--- config.mk ---
export PLATFORM = sky130hd
export DESIGN_NAME = irq_event_coalescer
export DESIGN_NICKNAME = d
export VERILOG_FILES = /design/src/rtl/irq_pkg.sv /design/src/rtl/irq_edge_detect.sv /design/src/rtl/irq_event_coalescer.sv
export SDC_FILE = /design/constraint.sdc
export NUM_CORES = 1
export LEC_CHECK = 0
export CAP_MARGIN = 15
export CORE_ASPECT_RATIO = 0.75
export CORE_UTILIZATION = 47
export CTS_CLUSTER_SIZE = 14
export DETAILED_ROUTE_END_ITERATION = 7
export PLACE_DENSITY_LB_ADDON = 0.08
export REMOVE_ABC_BUFFERS = 1
export SKIP_CTS_REPAIR_TIMING = 1
export SLEW_MARGIN = 0
export SYNTH_ARGS = -nofsm -noshare
export SYNTH_HDL_FRONTEND = slang
export SYNTH_SLANG_ARGS = --single-unit
--- constraint.sdc ---
create_clock -name clk_i -period 4.65 [get_ports clk_i]
set_input_delay 0.93 -clock clk_i [delete_from_list [all_inputs] [get_ports clk_i]]
set_output_delay 0.93 -clock clk_i [all_outputs]
set_load 0.03 [all_outputs]
--- src/rtl/irq_pkg.sv ---
// Shared types and default widths for the interrupt path (irq_event_coalescer, irq_gen).
package irq_pkg;

  localparam int SRC_W_DEF = 32;
  localparam int CNT_W_DEF = 8;
  localparam int TMO_W_DEF = 16;

  typedef enum logic [1:0] {
    IDLE  = 2'd0,
    ACCUM = 2'd1,
    EMIT  = 2'd2
  } coal_state_t;

endpackage

--- src/rtl/irq_edge_detect.sv ---
// Per-bit event qualifier: level mode passes every high cycle, edge mode passes only 0->1 transitions.
module irq_edge_detect
  import irq_pkg::*;
#(
  parameter int W = SRC_W_DEF
) (
  input  logic         clk,
  input  logic         srst_n,
  input  logic [W-1:0] evt,
  input  logic [W-1:0] edge_mode,
  output logic [W-1:0] new_evt
);

  logic [W-1:0] evt_q;

  // Cleared in reset so a level still high at release is seen as a rising edge.
  always_ff @(posedge clk) begin
    if (!srst_n) begin
      evt_q <= '0;
    end else begin
      evt_q <= evt;
    end
  end

  assign new_evt = (edge_mode & evt & ~evt_q) | (~edge_mode & evt);

endmodule

--- src/rtl/irq_event_coalescer.sv ---
// Captures per-source events into a sticky W1C pending register and coalesces them into one-cycle
// status_o pulses by count threshold or timeout. Optional lost-event flags: IRQ_COAL_OVERFLOW_EN.
module irq_event_coalescer
  import irq_pkg::*;
#(
  parameter int SRC_W = SRC_W_DEF,
  parameter int CNT_W = CNT_W_DEF,
  parameter int TMO_W = TMO_W_DEF
) (
  input  logic             clk_i,
  input  logic             srst_n_i,
  input  logic [SRC_W-1:0] event_i,
  input  logic [SRC_W-1:0] edge_mode_i,
  input  logic [CNT_W-1:0] threshold_i,
  input  logic [TMO_W-1:0] timeout_i,
  // clr_valid_i is a single-cycle strobe with no back-pressure: clr_mask_i is applied in every
  // cycle clr_valid_i is high, and the register block never waits for an acknowledge.
  input  logic             clr_valid_i,
  input  logic [SRC_W-1:0] clr_mask_i,
  output logic [SRC_W-1:0] pending_o,
  output logic [SRC_W-1:0] status_o,
`ifdef IRQ_COAL_OVERFLOW_EN
  output logic [SRC_W-1:0] overflow_o,
`endif
  output logic [1:0]       coal_state_o
);

  localparam logic [CNT_W-1:0] CNT_MAX = '1;
  localparam logic [TMO_W-1:0] TMO_MAX = '1;

  logic [SRC_W-1:0] new_evt;
  logic [SRC_W-1:0] clr_bits;
  logic [SRC_W-1:0] pending_q;
  logic [SRC_W-1:0] acc_q;
  logic [CNT_W-1:0] ev_cnt_q;
  logic [CNT_W-1:0] ev_cnt_inc;
  logic [CNT_W-1:0] thr_eff;
  logic [TMO_W-1:0] timer_q;
  logic [TMO_W-1:0] timer_inc;
  logic [TMO_W-1:0] tmo_lim;
  logic             any_evt;
  logic             thr_hit;
  logic             tmo_hit;
  coal_state_t      state_q;
  coal_state_t      state_d;

  irq_edge_detect #(
    .W(SRC_W)
  ) u_edge (
    .clk      (clk_i),
    .srst_n   (srst_n_i),
    .evt      (event_i),
    .edge_mode(edge_mode_i),
    .new_evt  (new_evt)
  );

  assign any_evt  = |new_evt;
  assign clr_bits = clr_valid_i ? clr_mask_i : '0;

  // Pending: set has priority over a same-cycle W1C clear.
  always_ff @(posedge clk_i) begin
    if (!srst_n_i) begin
      pending_q <= '0;
    end else begin
      pending_q <= (pending_q & ~clr_bits) | new_evt;
    end
  end

  assign pending_o = pending_q;

`ifdef IRQ_COAL_OVERFLOW_EN
  logic [SRC_W-1:0] overflow_q;

  always_ff @(posedge clk_i) begin
    if (!srst_n_i) begin
      overflow_q <= '0;
    end else begin
      overflow_q <= (overflow_q & ~clr_bits) | (new_evt & pending_q & ~clr_bits);
    end
  end

  assign overflow_o = overflow_q;
`endif

  // Count check includes the current cycle's event so threshold 1 never waits an extra cycle.
  assign ev_cnt_inc = (any_evt && (ev_cnt_q != CNT_MAX)) ? ev_cnt_q + CNT_W'(1) : ev_cnt_q;
  assign thr_eff    = (threshold_i == '0) ? CNT_W'(1) : threshold_i;
  assign thr_hit    = (ev_cnt_inc >= thr_eff);

  assign timer_inc  = (timer_q == TMO_MAX) ? timer_q : timer_q + TMO_W'(1);
  assign tmo_lim    = timeout_i - TMO_W'(1);
  assign tmo_hit    = (timeout_i != '0) && (timer_q >= tmo_lim);

  always_ff @(posedge clk_i) begin
    if (!srst_n_i) begin
      state_q <= IDLE;
    end else begin
      state_q <= state_d;
    end
  end

  always_comb begin
    state_d = state_q;
    case (state_q)
      IDLE:    if (any_evt) state_d = ACCUM;
      ACCUM:   if (thr_hit || tmo_hit) state_d = EMIT;
      EMIT:    state_d = IDLE;
      default: state_d = IDLE;
    endcase
  end

  always_comb begin
    status_o     = '0;
    coal_state_o = state_q;
    if (state_q == EMIT) begin
      status_o = acc_q | new_evt;
    end
  end

  // Events arriving during EMIT leave in that pulse, so acc restarts empty.
  always_ff @(posedge clk_i) begin
    if (!srst_n_i) begin
      acc_q    <= '0;
      ev_cnt_q <= '0;
      timer_q  <= '0;
    end else begin
      case (state_q)
        IDLE: begin
          if (any_evt) begin
            acc_q    <= new_evt;
            ev_cnt_q <= CNT_W'(1);
            timer_q  <= '0;
          end
        end
        ACCUM: begin
          acc_q    <= acc_q | new_evt;
          ev_cnt_q <= ev_cnt_inc;
          timer_q  <= timer_inc;
        end
        default: begin
          acc_q    <= '0;
          ev_cnt_q <= '0;
          timer_q  <= '0;
        end
      endcase
    end
  end

endmodule
==> Word-level counts from Yosys, hierarchy flattened <==
Cells that the tools add are included.
{ "word_totals": {"regBits": 122, "inputBits": 123, "out_inout_bits": 66, "word_cells": 51} }
{ "op_classes": {"add_sub_neg": 3, "order_cmp": 2, "n_eq_ne": 7, "mux": 14, "bitwise": 10, "reduce_logical": 9} }
{ "op_table": {"columns": ["cell", "n"], "rows": [
  ["$and A32 B32 Y32", 4],
  ["$mux W32", 3],
  ["$not A32 Y32", 3],
  ["$or A32 B32 Y32", 3],
  ["$pmux W32 S2", 1],
  ["$mux W16", 2],
  ["$pmux W16 S2", 1],
  ["$reduce_or A32 Y1", 1],
  ["$mux W8", 3],
  ["$add A16 B1 Y16 const B", 1],
  ["$eq A16 B16 Y1 const B", 1],
  ["$ge A16 B16 Y1", 1],
  ["$pmux W8 S2", 1],
  ["$reduce_bool A16 Y1", 1],
  ["$sub A16 B1 Y16 const B", 1],
  ["$add A8 B1 Y8 const B", 1],
  ["$ge A8 B8 Y1", 1],
  ["$logic_not A8 Y1", 1],
  ["$ne A8 B8 Y1 const B", 1],
  ["$ne A2 B2 Y1 const B", 3],
  ["$mux W2", 2],
  ["$pmux W2 S2", 1],
  ["$reduce_and A2 Y1", 2],
  ["$eq A2 B1 Y1 const B", 1],
  ["other kinds (4)", 5]
]} }

==> Depth between registers and ports, before layout <==
{ "depth": {"word_depth": 10, "depth_mapped": 12, "mapped_depth_nobuf": 12} }

==> By module <==
Synthesis repeated with hierarchy kept, for this count alone.
{ "hier_totals": {"hier_cells": 763, "area_unflattened_um2": 6490.0} }
{ "modules_own_cells": {"columns": ["module", "n_inst", "cells_each", "area_each_um2", "seq_area_each_um2"], "rows": [
  ["irq_event_coalescer", 1, 664, 5353.9, 1801.7],
  ["irq_edge_detect", 1, 99, 1136.1, 640.6]
]} }

==> Worst setup path after synthesis <==
OpenSTA, ideal clock, no wires.
{ "synth_path": {"path_kind": "input port to flip-flop", "startpoint": "input event_i[12]", "endpoint": "register state_q[1], in the netlist coal_state_o[1]", "setup_time_ps": 120, "arrival_time_ps": 3547, "required_time_ps": 4530, "path_slack_ps": 983, "stages": 11, "path_buffers": 0, "cell_sequence": "a21boi_0 nor4_1 nand4_2 o21ai_0 mux2_2 ha_1 a21o_1 a211oi_1 or3_1 nand2_1 o31a_1"} }
{ "synth_via": {"elab_chain_cells": 10, "word_cells_on_any_way": 12, "classes_between": "order compare: 1; eq/ne: 2; mux: 1; bitwise: 4; reduce/logical: 4"} }
{ "synth_lines": {"columns": ["item", "line_no", "text"], "rows": [
  ["start: declaration", "irq_event_coalescer.sv:12", "input logic [SRC_W-1:0] event_i,"],
  ["$and A32 B32 Y32 (2 in a row)", "irq_edge_detect.sv:25", "assign new_evt = (edge_mode & evt & ~evt_q) | (~edge_mode & evt);"],
  ["$or A32 B32 Y32 *", "irq_edge_detect.sv:25", null],
  ["$reduce_or A32 Y1 *", "irq_event_coalescer.sv:57", "assign any_evt = |new_evt;"],
  ["$logic_and A1 B1 Y1", "irq_event_coalescer.sv:86", "assign ev_cnt_inc = (any_evt && (ev_cnt_q != CNT_MAX)) ? ev_cnt_q + CNT_W'(1) : ev_cnt_q;"],
  ["$mux W8", "irq_event_coalescer.sv:86", null],
  ["$ge A8 B8 Y1", "irq_event_coalescer.sv:88", "assign thr_hit = (ev_cnt_inc >= thr_eff);"],
  ["$logic_or A1 B1 Y1", "irq_event_coalescer.sv:106", "ACCUM: if (thr_hit || tmo_hit) state_d = EMIT;"],
  ["$ne A2 B2 Y1 (no line)", null, null],
  ["$reduce_and A2 Y1 (no line) *", null, null],
  ["end signal: assignment", "irq_event_coalescer.sv:98", "state_q <= state_d;"],
  ["end: declaration", "irq_event_coalescer.sv:44", "coal_state_t state_q;"]
]} }
Mark *: on every way between the ends. The rest lies on a longest branch, timed or not.
A chain may end at the register's enable or synchronous reset.

==> Worst setup path in the final report <==
{ "layout_path": {"startpoint": "input edge_mode_i[26]", "endpoint": "register state_q[1], in the netlist coal_state_o[1]"} }
{ "layout_via": {"elab_chain_cells": 10, "word_cells_on_any_way": 13, "classes_between": "order compare: 1; eq/ne: 2; mux: 1; bitwise: 5; reduce/logical: 4"} }
{ "layout_lines": {"columns": ["item", "line_no", "text"], "rows": [
  ["start: declaration", "irq_event_coalescer.sv:13", "input logic [SRC_W-1:0] edge_mode_i,"],
  ["$and A32 B32 Y32 or $not A32 Y32 (tied branches)", "irq_edge_detect.sv:25", null],
  ["$and A32 B32 Y32", "irq_edge_detect.sv:25", null],
  ["$or A32 B32 Y32 *", "irq_edge_detect.sv:25", null],
  ["$reduce_or A32 Y1 *", "irq_event_coalescer.sv:57", null],
  ["$logic_and A1 B1 Y1", "irq_event_coalescer.sv:86", null],
  ["$mux W8", "irq_event_coalescer.sv:86", null],
  ["$ge A8 B8 Y1", "irq_event_coalescer.sv:88", null],
  ["$logic_or A1 B1 Y1", "irq_event_coalescer.sv:106", null],
  ["$ne A2 B2 Y1 (no line)", null, null],
  ["$reduce_and A2 Y1 (no line) *", null, null]
]} }
Marks and branches as above.

==> run metrics <==
GP Congestion=0.8849; Area contributors post-synth=dfxtp_1, ha_1, nor2_1, a22o_1, a21boi_0; max_cap viols=0; delay-heaviest family, CP=compound AO/OA/AOI/OAI gates; crit-path cells=clkdlybuf4s50_1 -> a21boi_0 -> nor4_1 -> buf_4 -> nand4_2 -> o21ai_0 -> buf_4 -> mux2_2 -> ha_1 -> a21o_1 -> a211oi_1 -> or3_1 -> nand2_1 -> o31a_1; synth warn=0; drt pass-1 iters=4; gr usage total=0.2722; Area Overhead vs Synth=45.30%; H-tree level count=4; worst skew pair latency=0.41 ns; Yosys cell types=53; setup TNS=0 ns; Fmax achieved=0.2536 GHz; top cell type's share of synthesized area=0.4128; Synth area leader=dfxtp_1; Vias=5783; initial core utilization=0.4826; Final HPWL DP=12.72 mm; # port buffers=188; Synth Area in XOR/XNOR=0.03108; CTS root buf=clkbuf_16; Final min period=3.943 ns; Chip Height=99.17 µm; # diodes=0; Slew Limit Fails=0; Hold WC Path Type=reg -> reg; routed wire length=17.51 mm; critical path's largest stage delay=0.46 ns; Worst Path Arrival=4.24 ns; Post-Synth Adder-Cell Area=0.05921; Die Area=13050 µm²; outcome=completed; Final #Nets=1039; die width=131.6 µm; first-pass GRT wire length=28.26 mm; synthesized flop and latch total=122; grt ovf=0; clk buf depth=2; TritonCTS Sinks=122; Buf/Inv on CP=3; Core ar.=12260 µm²; standard-cell rows=35; Final Skew=0.007673 ns; initial antenna violation count=0; largest net degree at the start of global routing=46; final worst path period share=0.8479; Setup CP Type=in -> reg; Top Ports=189; Worst Path Required=4.95 ns; syn_area_per_cell=8.575 µm²; RSZ-0062 raised after global routing=false; Cells after Synth=690; Worst-Margin Slew=0.9239 ns; number of synthesized flops with an enable pin=0; Synth Area in Simple Gates=0.2449; DRT iter0 DRCs=283; via density per instance=5.425; sequential area share after synthesis=0.4128; Slowest-stage cell, CP=nor4_1; drc violations=0; leakage=3.414 nW; ys async rst share=0; Hold Violations, Final=0; Non-Filler Instances=1066; post-synthesis mux area share=0.005287; cell area after layout=8597 µm²; synthesized cell area=5917 µm²; Post-DP Area=8021 µm²; vias in the first global route=5737; pwr dens=338.1 nW/µm²; largest family of logic cells by synthesized area=simple AND/OR/NAND/NOR gates; Worst Setup End Kind=register; share of post-route cells with drive strength above 1=0.07000; largest fanout on the critical path=5; Cells after DPL=1035; Routed Antenna Nets=0; most used cell, CP=buf_4; setup violators final=0; VDD IR max=264.2 µV; Top FF cell, synth=dfxtp_1; wire per inst=16.42 µm; Worst slew margin=0.3826; area fraction in compound gates after synthesis=0.2098; TritonCTS buffer count=17; Reg clk slew, reported paths=0.06 ns; startpoint types=primary input; CTS tree=done; Reg2Reg Setup Slack=1.38 ns
cell type report:
class / count / area (µm²)
Sequential cell: 122 / 2442
Multi-Input combinational cell: 517 / 3258
Clock inverter: 14 / 150.1
Timing Repair Buffer: 209 / 2034
Clock buffer: 17 / 425.4
Inverter: 21 / 78.83
Fill cell: 966 / 3665
Tap cell: 166 / 207.7
layout by cell type, fill, tap and decap left out, types with 3 or more instances in the layout:
cell type          n
o211ai_1           3
a21boi_0          36
xor2_1             8
ha_1              28
nor2_1            88
nor2b_1           34
clkinvlp_4         3
clkbuf_16         17
nand2_1           57
nand4_1            8
clkdlybuf4s50_1  187
dfxtp_1          122
clkinv_4           4
and2_1            35
inv_1             21
buf_4             21
xnor2_1           13
clkinv_2           3
or3_1              8
nand3_1           14
a22o_1            32
nor3_1             8
and4_1             4
o21ai_0           25
o22ai_1            4
nand2b_1           4
a21o_1             3
a21oi_1           51
nor4_1            15
a31oi_1            3
cells in the mapped netlist, drive strengths merged (2+ instances only):
library cell / count
dfxtp: 122
nor2: 88
nand2: 57
a21oi: 51
a21boi: 37
and2: 35
nor2b: 35
a22o: 32
ha: 28
o21ai: 25
clkbuf: 23
inv: 21
nor4: 16
nand3: 14
xnor2: 13
nand4: 10
nor3: 8
or3: 8
xor2: 8
buf: 7
and4: 5
nand2b: 4
o211ai: 4
o22ai: 4
a21o: 3
a31oi: 3
a211o: 2
a311oi: 2
a41oi: 2
and3: 2
mux2i: 2
o2111ai: 2
o21a: 2
o31a: 2
o31ai: 2
or4: 2
per-layer routing:
layer / up-vias / share of wire / GRT usage
met1: 2702 / 0.45 / 0.3448
met5: - / 0 / 0
met4: 0 / 0.016 / 0.08050
li1: 2831 / - / -
met2: 227 / 0.46 / 0.4510
met3: 23 / 0.074 / 0.07900
power by group:
group	internal [mW]	total (mW)	switching (mW)	leakage, nW
combinational	0.234	0.458	0.224	2.13
clock	0.788	1.29	0.505	0.275
sequential	1.11	1.16	0.0412	1.01
total	2.14	2.91	0.770	3.41
flip-flops by register name, indices dropped and copies added, names as in the netlist:
register      flops
coal_state_o      2
u_edge.evt_q     32
timer_q          16
acc_q            32
pending_o        32
ev_cnt_q          8
cells by family after synthesis:
| kind of cell | count (synthesis) |
|---|---|
| adders and majority gates | 28 |
| muxes | 3 |
| and+or+nand+nor | 286 |
| xor gates and xnor gates | 21 |
| DFF | 122 |
| AOI/OAI and AO/OA | 179 |
| buffers and inverters | 51 |
worst paths after layout:
check                                    from                           end  cells past startpoint
hold / removal         acc_q[29]$_SDFFE_PN0P_        acc_q[29]$_SDFFE_PN0P_                      1
setup / recovery              edge_mode_i[26]  coal_state_o[1]$_SDFFE_PN0P_                     14
setup reg to reg  u_edge.evt_q[26]$_SDFF_PN0_  coal_state_o[1]$_SDFFE_PN0P_                     13
hold reg to reg        acc_q[29]$_SDFFE_PN0P_        acc_q[29]$_SDFFE_PN0P_                      1
stage by stage:
step | setup slack, ns | hold slack [ns] | power, mW | util
2_1_floorplan | 0.9828 | 0.4431 | 1.391 | -
3_3_place_gp | 0.3900 | 0.4569 | 1.614 | 0.6542
3_5_place_dp | 0.3544 | 0.4570 | 1.630 | 0.6542
4_1_cts | 0.6819 | 0.4750 | 2.917 | 0.7011
5_1_grt | 0.4579 | 0.4895 | 3.019 | 0.7011
6_report | 0.7072 | 0.4741 | 2.907 | 0.7011
Note: power is estimated with default switching activity, not from simulation.
